`src/rtl/truth_sweep_pkg.sv`:
```
`default_nettype none
// ============================================================================
// Module      : truth_sweep_pkg
// Description : Shared types and sizing helpers for the truth-table sweep
//               controller and its settle timer.
// Revision    : 1.0 - initial release
// ============================================================================
package truth_sweep_pkg;

  // Controller states
  typedef enum logic [1:0] {
    IDLE   = 2'd0,
    WAIT   = 2'd1,
    SAMPLE = 2'd2,
    DONE   = 2'd3
  } sweep_state_t;

  // Default sizing for a 4-input function block
  localparam int N_IN_DEF  = 4;
  localparam int TBL_W_DEF = 1 << N_IN_DEF;
  localparam int CNT_W_DEF = N_IN_DEF + 1;

  // Settle counter width: SETTLE is limited to 1..15
  localparam int SETTLE_W = 4;

  // Truth table width for an n-input function
  function automatic int tbl_width(input int n);
    return 1 << n;
  endfunction

  // Mismatch counter width; one extra bit so an all-mismatch sweep fits
  function automatic int cnt_width(input int n);
    return n + 1;
  endfunction

endpackage
`default_nettype wire

```
`src/rtl/sweep_settle_timer.sv`:
```
`default_nettype none
// ============================================================================
// Module      : sweep_settle_timer
// Description : Loadable up-counter that flags the last settle cycle
//               (count == SETTLE-1) of each held input code.
// Revision    : 1.0 - initial release
// ============================================================================
module sweep_settle_timer
  import truth_sweep_pkg::*;
#(
  parameter int SETTLE = 1
) (
  input  logic clk,
  input  logic rst_n,
  input  logic clear,
  input  logic inc,
  output logic term
);

  logic [SETTLE_W-1:0] count;

  // Clear has priority so a fresh code always starts its settle window at 0
  always_ff @(posedge clk) begin
    if (!rst_n) begin
      count <= '0;
    end else if (clear) begin
      count <= '0;
    end else if (inc) begin
      count <= count + SETTLE_W'(1);
    end
  end

  // Terminal flag: this is the last cycle the code must be held before sampling
  always_comb begin
    term = (count == SETTLE_W'(SETTLE - 1));
  end

endmodule
`default_nettype wire

```
`src/rtl/truth_sweep_ctrl.sv`:
```
`default_nettype none
// ============================================================================
// Module      : truth_sweep_ctrl
// Description : Drives every input code onto a combinational function block,
//               samples its output after a settle interval, builds the
//               measured truth table and compares it to a latched reference.
//               SETTLE must lie in 1..15.
// Revision    : 1.0 - initial release
// ============================================================================
module truth_sweep_ctrl
  import truth_sweep_pkg::*;
#(
  parameter int N_IN   = N_IN_DEF,
  parameter int SETTLE = 1
) (
  input  logic                  clk,
  input  logic                  rst_n,
  input  logic                  start,
  input  logic [(1<<N_IN)-1:0]  expected,
  output logic [N_IN-1:0]       abcd_out,
  input  logic                  y_in,
  output logic                  busy,
  output logic                  done,
  output logic [(1<<N_IN)-1:0]  truth,
  output logic                  match,
  output logic [N_IN:0]         mismatch_cnt,
  output logic [N_IN-1:0]       first_fail
);

  localparam int TBL_W = tbl_width(N_IN);
  localparam int CNT_W = cnt_width(N_IN);
  localparam logic [N_IN-1:0] LAST_CODE = {N_IN{1'b1}};

  sweep_state_t     state;
  logic [TBL_W-1:0] exp_q;
  logic             tmr_clear;
  logic             tmr_inc;
  logic             tmr_term;
  logic             accept;
  logic             miss;
  logic [TBL_W-1:0] truth_nxt;

  // A start is only honoured when no sweep is running
  always_comb begin
    accept    = start && ((state == IDLE) || (state == DONE));
    tmr_clear = accept || (state == SAMPLE);
    tmr_inc   = (state == WAIT);
  end

  // Sample-time comparison and table update for the current code
  always_comb begin
    truth_nxt           = truth;
    truth_nxt[abcd_out] = y_in;
    miss                = y_in ^ exp_q[abcd_out];
  end

  sweep_settle_timer #(
    .SETTLE (SETTLE)
  ) u_settle (
    .clk   (clk),
    .rst_n (rst_n),
    .clear (tmr_clear),
    .inc   (tmr_inc),
    .term  (tmr_term)
  );

  // Sweep sequencer with registered outputs and result accumulation
  always_ff @(posedge clk) begin
    if (!rst_n) begin
      state        <= IDLE;
      abcd_out     <= '0;
      busy         <= 1'b0;
      done         <= 1'b0;
      truth        <= '0;
      match        <= 1'b0;
      mismatch_cnt <= '0;
      first_fail   <= '0;
      exp_q        <= '0;
    end else begin
      case (state)
        IDLE, DONE: begin
          if (accept) begin
            exp_q        <= expected;
            truth        <= '0;
            mismatch_cnt <= '0;
            first_fail   <= '0;
            match        <= 1'b0;
            abcd_out     <= '0;
            busy         <= 1'b1;
            done         <= 1'b0;
            state        <= WAIT;
          end
        end
        WAIT: begin
          if (tmr_term) begin
            state <= SAMPLE;
          end
        end
        SAMPLE: begin
          truth <= truth_nxt;
          if (miss) begin
            mismatch_cnt <= mismatch_cnt + CNT_W'(1);
            if (mismatch_cnt == '0) begin
              first_fail <= abcd_out;
            end
          end
          if (abcd_out == LAST_CODE) begin
            // Final code: hold abcd_out at the top code and publish the verdict
            busy  <= 1'b0;
            done  <= 1'b1;
            match <= (truth_nxt == exp_q);
            state <= DONE;
          end else begin
            abcd_out <= abcd_out + N_IN'(1);
            state    <= WAIT;
          end
        end
        default: begin
          state <= IDLE;
        end
      endcase
    end
  end

endmodule
`default_nettype wire

```
`config.mk`:
```
export PLATFORM = sky130hd
export DESIGN_NAME = truth_sweep_ctrl
export DESIGN_NICKNAME = d
export VERILOG_FILES = /design/src/rtl/truth_sweep_pkg.sv /design/src/rtl/sweep_settle_timer.sv /design/src/rtl/truth_sweep_ctrl.sv
export SDC_FILE = /design/constraint.sdc
export NUM_CORES = 1
export LEC_CHECK = 0
export BUFFER_PORTS_ARGS = -buffer_cell sky130_fd_sc_hd__buf_4
export CAP_MARGIN = 5
export CORE_ASPECT_RATIO = 2
export CORE_UTILIZATION = 45
export CTS_CLUSTER_DIAMETER = 40
export DETAILED_ROUTE_END_ITERATION = 10
export PLACE_DENSITY = 0.66
export SYNTH_ARGS = -nofsm -noshare
export SYNTH_HDL_FRONTEND = slang
export SYNTH_HIERARCHICAL = 1
export SYNTH_SLANG_ARGS = --single-unit
```
`constraint.sdc`:
```
create_clock -name clk -period 3.4 [get_ports clk]
set_input_delay 0.51 -clock clk [delete_from_list [all_inputs] [get_ports clk]]
set_output_delay 0.51 -clock clk [all_outputs]
set_load 0.1 [all_outputs]
```
After elaboration in Yosys (flattened, before gate mapping):

Cells that the tools add are included.

* register bits: 54
* input port bits: 20
* logic and storage cells: 73

* $add $sub $neg: 3
* order comparisons: 2
* equal/unequal tests: 11
* multiplexer cells: 28
* bitwise gates (word level): 2
* reduce and logical (&&, ||, !) cells: 17

Operators with widths (number)
* $pmux 16 s2: 1
* $bwmux 16: 1
* $eq 16x16->1: 1
* $mux 16: 1
* $mux 4: 4
* $pmux 4 s2: 2
* $mux 5: 2
* $pmux 5 s2: 1
* $reduce_and 3->1: 3
* $add 4x1->4 const B: 2
* $mux 1: 7
* $mux 2: 3
* $ne 2x1->1 const B: 3
* $ne 2x2->1 const B: 3
* $pmux 1 s2: 3
* $pmux 2 s3: 1
* $reduce_and 2->1: 3
* $add 5x1->5 const B: 1
* $logic_not 5->1: 1
* $lt 4x5->1 const B: 1
* $bmux 1 s4: 1
* $demux 1 s4: 1
* $eq 2x2->1 const B: 2
* $eq 4x4->1 const B: 1
* 11 further kinds: 14

Depth between registers and ports, before layout:

* word-level depth: 8
* depth in mapped cells: 10
* mapped depth without buffers: 8

Hierarchy:

The synthesis kept the hierarchy.

By module, submodules not included
* truth_sweep_ctrl: times used 1, cells an instance 346, area each 2900.3 µm², sequential area each 1001.0 µm²
* sweep_settle_timer: times used 1, cells an instance 21, area each 209.0 µm², sequential area each 80.1 µm²

Worst setup path before layout:

No wires, ideal clock.

* path kind: reg2reg
* start point: reg abcd_out[0]
* end point: reg mismatch_cnt[4]
* setup time: 74 ps
* data arrival time: 3086 ps
* required time: 3326 ps
* setup slack: 239 ps
* cell stages (with the launch flop): 8
* buffers on the path: 1
* period minus slack after synthesis: 3161 ps
* cells stage by stage: dfxtp_1 -> buf_6 -> mux4_1 -> mux4_2 -> xor2_2 -> nand4_1 -> or3_1 -> o21ai_0

* longest elaborated chain between the ends: 5

RTL lines
* start: declaration: line truth_sweep_ctrl.sv:20 `output logic [N_IN-1:0] abcd_out,`
* start signal: assignment: line truth_sweep_ctrl.sv:114 `abcd_out <= abcd_out + N_IN'(1);`
* $bmux 1 s4: line truth_sweep_ctrl.sv:54 `miss = y_in ^ exp_q[abcd_out];`
* $mux 1 (not written as such): line truth_sweep_ctrl.sv:54
* $xor 1x1->1: line truth_sweep_ctrl.sv:54
* $ne 2x2->1 (no source line)
* $reduce_and 3->1 (no source line)
* end signal: assignment: line truth_sweep_ctrl.sv:102 `mismatch_cnt <= mismatch_cnt + CNT_W'(1);`
* end: declaration: line truth_sweep_ctrl.sv:26 `output logic [N_IN:0] mismatch_cnt,`

No other way between the ends. The select of a mux whose other input is x is not followed.
A chain may end at the register's enable or synchronous reset.

Worst setup path in the final report:

* start point: reg abcd_out[0]
* end point: reg first_fail[0]

* longest elaborated chain between the ends: 5
* elaborated cells between the ends (all ways): 8
* classes of those cells: eq/ne (1); mux (5); bitwise (1); reduce/logical (1)

RTL lines
* $bmux 1 s4: line truth_sweep_ctrl.sv:54
* $mux 1 (not written as such): line truth_sweep_ctrl.sv:54
* $xor 1x1->1: line truth_sweep_ctrl.sv:54
* $ne 2x2->1 (no source line)
* $reduce_and 4->1 (no source line)
* end signal: assignment: line truth_sweep_ctrl.sv:104 `first_fail <= abcd_out;`
* end: declaration: line truth_sweep_ctrl.sv:27 `output logic [N_IN-1:0] first_fail`

Several ways; a longest one is shown, not always the timed one. The select of a mux whose other input is x is not followed.

==> metrics.txt <==
# TYPE chip_impl_metric gauge
chip_impl_info{name="run_status",value="completed"} 1
chip_impl_info{name="worstHoldStart",value="expected[9]"} 1
chip_impl_metric{name="post_synth_and_or_nand_nor_area_fraction",unit="%"} 21.29
chip_impl_metric{name="area.growth.synth_to_final",unit="%"} 17.10
chip_impl_metric{name="final-setup-viol-count",unit=""} 0
chip_impl_metric{name="yosysTopAreaCellShare",unit="%"} 34.77
chip_impl_metric{name="detail_route.first_pass.iterations",unit=""} 4
chip_impl_metric{name="start_util",unit="%"} 46.96
chip_impl_metric{name="die-height",unit="µm"} 119.6
chip_impl_metric{name="standard_cell_area_after_detailed_placement",unit="µm²"} 3493
chip_impl_metric{name="buffer_levels_on_the_longest_clock_path",unit=""} 2
chip_impl_info{name="worst_hold_path_type",value="input port to register"} 1
chip_impl_metric{name="finClkSkew",unit="ns"} 0.005512
chip_impl_metric{name="synthArstFlopShare",unit="%"} 0
chip_impl_metric{name="total_drc_errors_in_the_routed_layout",unit=""} 0
chip_impl_metric{name="place.gp.congestion",unit=""} 0.8607
chip_impl_metric{name="post-route-period-util",unit="%"} 80.81
chip_impl_metric{name="post-route-worst-setup-slack",unit="ns"} 0.6524
chip_impl_metric{name="port-buffer-count",unit=""} 51
chip_impl_metric{name="clk_latency",unit="ns"} 0.29
chip_impl_metric{name="place.detailed.hpwl",unit="mm"} 5.891
chip_impl_metric{name="n_fill_cell",unit=""} 680
chip_impl_metric{name="worst_ep_arrival_time",unit="ns"} 2.93
chip_impl_metric{name="number_of_setup_buffers_added_after_cts",unit=""} 0
chip_impl_info{name="timing.critical_path.to_type",value="register"} 1
chip_impl_metric{name="synthesis.yosys.warnings",unit=""} 6
chip_impl_metric{name="place_worst_setup_slack",unit="ns"} 0.6621
chip_impl_metric{name="design.portCount",unit=""} 52
chip_impl_metric{name="multiplexer_share_of_the_synthesized_area",unit="%"} 9.698
chip_impl_metric{name="synthDistinctLibCells",unit=""} 47
chip_impl_metric{name="layout_min_cycle_time",unit="ns"} 2.748
chip_impl_info{name="crit_reg_reg_endpoint",value="first_fail[0]"} 1
chip_impl_metric{name="ys_ff_latch",unit=""} 54
chip_impl_info{name="top_flip_flop_cell_by_instance_count_after_synthesis",value="sky130_fd_sc_hd__dfxtp_1"} 1
chip_impl_info{name="critPathLaunchType",value="register"} 1
chip_impl_metric{name="via_cell_ratio",unit=""} 5.445
chip_impl_metric{name="cts-resized-gates",unit=""} 0
chip_impl_metric{name="crit_path_max_incr_delay",unit="ns"} 0.65
chip_impl_metric{name="number_of_nets_with_antenna_violations_after_detailed_routing",unit=""} 0
chip_impl_metric{name="drt-total-wl",unit="mm"} 7.699
chip_impl_metric{name="synth_seq_area_share",unit="%"} 34.77
chip_impl_metric{name="drtIter0Drc",unit=""} 80
chip_impl_metric{name="average_routed_wire_per_standard_cell",unit="µm"} 15.59
chip_impl_metric{name="p_leak",unit="nW"} 1.541
chip_impl_metric{name="reg2reg_depth",unit=""} 6
chip_impl_metric{name="placed_cells",unit=""} 486
chip_impl_metric{name="worst-endpoint-required",unit="ns"} 3.59
chip_impl_metric{name="syn-instance-count",unit=""} 367
chip_impl_info{name="yosys.area.top_type",value="sky130_fd_sc_hd__dfxtp_1"} 1
chip_impl_metric{name="final_layout_size_suffix_gt1_share",unit="%"} 17.49
chip_impl_metric{name="synthAdderAreaFrac",unit="%"} 4.829
chip_impl_metric{name="register_area",unit="µm²"} 1081
chip_impl_metric{name="rrSetupSlack",unit="ns"} 0.65
chip_impl_metric{name="post_layout_cell_count",unit=""} 494
chip_impl_info{name="cts_tree",value="yes"} 1
chip_impl_metric{name="totalPowerFinal",unit="mW"} 1.565
chip_impl_info{name="path_cells",value="mux4_1 > mux4_2 > xor2_2 > nand2_1 > a22o_1 > a22o_2"} 1
chip_impl_metric{name="tightest_slew",unit="ns"} 0.5934
chip_impl_metric{name="antenna_cells_inserted",unit=""} 0
chip_impl_info{name="root_buffer",value="sky130_fd_sc_hd__clkbuf_16"} 1
chip_impl_info{name="timing.setup.critical_path_class",value="register to register"} 1
chip_impl_metric{name="cts_hold_buf",unit=""} 0
chip_impl_metric{name="dieArea",unit="µm²"} 7266
chip_impl_metric{name="synthesized_area_fraction_occupied_by_xor_and_xnor_cells",unit="%"} 5.594
chip_impl_metric{name="core_area",unit="µm²"} 6621
chip_impl_metric{name="cts_htree_levels",unit=""} 2
chip_impl_metric{name="grt_remaining_overflow",unit=""} 0
chip_impl_info{name="synth_top_family_by_area",value="simple AND/OR/NAND/NOR gates"} 1
chip_impl_metric{name="highest_clock_rate",unit="MHz"} 364.0
chip_impl_metric{name="postLayoutCellArea",unit="µm²"} 3641
chip_impl_metric{name="routed-via-count",unit=""} 2690
chip_impl_metric{name="maxSlewHeadroom",unit="%"} 60.35
chip_impl_metric{name="synth-edff-count",unit=""} 0
chip_impl_metric{name="tns",unit="ns"} 0
chip_impl_metric{name="cts_num_sinks",unit=""} 54
chip_impl_metric{name="syn_area",unit="µm²"} 3109
chip_impl_metric{name="drv_cap",unit=""} 0
chip_impl_metric{name="grt_antenna_before_repair",unit=""} 0
chip_impl_info{name="min_delay_worst_endpoint",value="exp_q[9]"} 1
chip_impl_metric{name="complex_gate_fraction_of_the_synthesized_area",unit="%"} 17.91
chip_impl_info{name="slowest_stage",value="sky130_fd_sc_hd__dfxtp_1"} 1
chip_impl_metric{name="clk_pin_slew_worst_paths",unit="ns"} 0.07
chip_impl_info{name="yosys-top-cells-area",value="sky130_fd_sc_hd__dfxtp_1, sky130_fd_sc_hd__nand2_1, sky130_fd_sc_hd__mux2i_1"} 1
chip_impl_metric{name="grt_usage",unit="%"} 22.99
chip_impl_metric{name="synth.avg_cell_area",unit="µm²"} 8.472
chip_impl_info{name="ys_top_cells_by_count",value="sky130_fd_sc_hd__dfxtp_1, sky130_fd_sc_hd__nand2_1, sky130_fd_sc_hd__o21ai_0"} 1
chip_impl_metric{name="global_route_wire_length_before_repair",unit="mm"} 12.41
chip_impl_metric{name="hold_viol_final",unit=""} 0
chip_impl_metric{name="placement_rows",unit=""} 42
chip_impl_metric{name="multi_input_comb_area",unit="µm²"} 1844
chip_impl_metric{name="die_w",unit="µm"} 60.78
chip_impl_info{name="rsz_0062_raised_after_global_routing",value="no"} 1
chip_impl_metric{name="grt_pass1_vias",unit=""} 2543
chip_impl_metric{name="power.ir.vdd_worst",unit="V"} 0.0003690
chip_impl_metric{name="timing.hold.worst_path_depth",unit=""} 3
chip_impl_info{name="rr_startpoint",value="abcd_out[0]"} 1
chip_impl_metric{name="postSynthNetCount",unit=""} 399
chip_impl_metric{name="maximum_fanout_along_the_worst_path",unit=""} 12
chip_impl_metric{name="final_max_slew_viol_count",unit=""} 0
chip_impl_metric{name="power.density",unit="nW/µm²"} 429.9
chip_impl_metric{name="final_net_count",unit=""} 437
chip_impl_metric{name="tritoncts.num_buffers",unit=""} 5
chip_impl_metric{name="grt_start_max_net_pins",unit=""} 51
## per-stage QoR
step           hold slack, ns  util (%)
5_1_grt                0.4726     54.99
3_3_place_gp           0.4661     52.76
4_1_cts                0.4714     54.99
6_report               0.4727     54.99
2_1_floorplan          0.4636         -
3_5_place_dp           0.4683     52.76
## how the worst max path moves through the flow
stage                      startpoint         endpoint  slack, ns  depth (start not counted)
after CTS                 abcd_out[0]    first_fail[0]       0.64                          6
final                     abcd_out[0]    first_fail[0]       0.65                          6
after global routing      abcd_out[0]    first_fail[0]       0.48                          6
after detailed placement  abcd_out[0]    first_fail[0]       0.66                          6
after global placement    abcd_out[0]    first_fail[0]       0.72                          6
after floorplan           abcd_out[0]  mismatch_cnt[4]       0.24                          7
## per-layer routing
layer	wire [µm]	GRT usage, %	part of all wire (%)	vias to the layer above
met3	235	3.017	3.1	26
met1	2887	24.33	37	1250
li1	-	-	-	1344
met4	398	13.21	5.2	0
met5	0	0	0	-
met2	4177	41.00	54	70
## cell families after synthesis
group	count (synthesis)
simple gates	130
flops	54
buf+inv	38
fa+ha+maj	12
mux	23
compound gates	91
xor+xnor	19
## registers in the layout, indices dropped and copies added (netlist names)
register        flops
mismatch_cnt        5
busy                1
truth              16
first_fail          4
match               1
abcd_out            4
state               2
exp_q              16
done                1
u_settle/count      4
## worst max-delay path: cells and delay by family (launching register included)
kind / cells / cell delay [ns]
muxes: 2 / 1.10
DFF: 1 / 0.65
AOI/OAI and AO/OA: 2 / 0.43
xor gates and xnor gates: 1 / 0.33
and+or+nand+nor: 1 / 0.13
## area by class of cell
cell class | instances | area share, %
timing repair buffer | 53 | 10.93
multi-input combinational | 275 | 50.65
clock inverter | 1 | 0.1375
sequential | 54 | 29.69
tap | 88 | 3.024
inverter | 16 | 1.649
clock buffer | 7 | 3.918
## layout by cell type, fill, tap and decap left out, types with 11 or more instances in the layout
cell type                  netlist  final
sky130_fd_sc_hd__a21boi_0       16     16
sky130_fd_sc_hd__and2_1         19     19
sky130_fd_sc_hd__inv_1          16     16
sky130_fd_sc_hd__nand3_1        11     11
sky130_fd_sc_hd__nand2_1        54     54
sky130_fd_sc_hd__mux2i_1        17     17
sky130_fd_sc_hd__nor2_1         12     12
sky130_fd_sc_hd__o21ai_0        28     27
sky130_fd_sc_hd__buf_4           1     53
sky130_fd_sc_hd__xor2_1         11     11
sky130_fd_sc_hd__ha_1           12     12
sky130_fd_sc_hd__a21oi_1        25     25
sky130_fd_sc_hd__dfxtp_1        54     54
## power by group
group | switching, mW | leakage (nW) | internal, mW
registers | 0.0366 | 0.438 | 0.665
clock network | 0.221 | 0.0739 | 0.292
logic | 0.219 | 1.03 | 0.131
(Power assumes the default switching activity.)
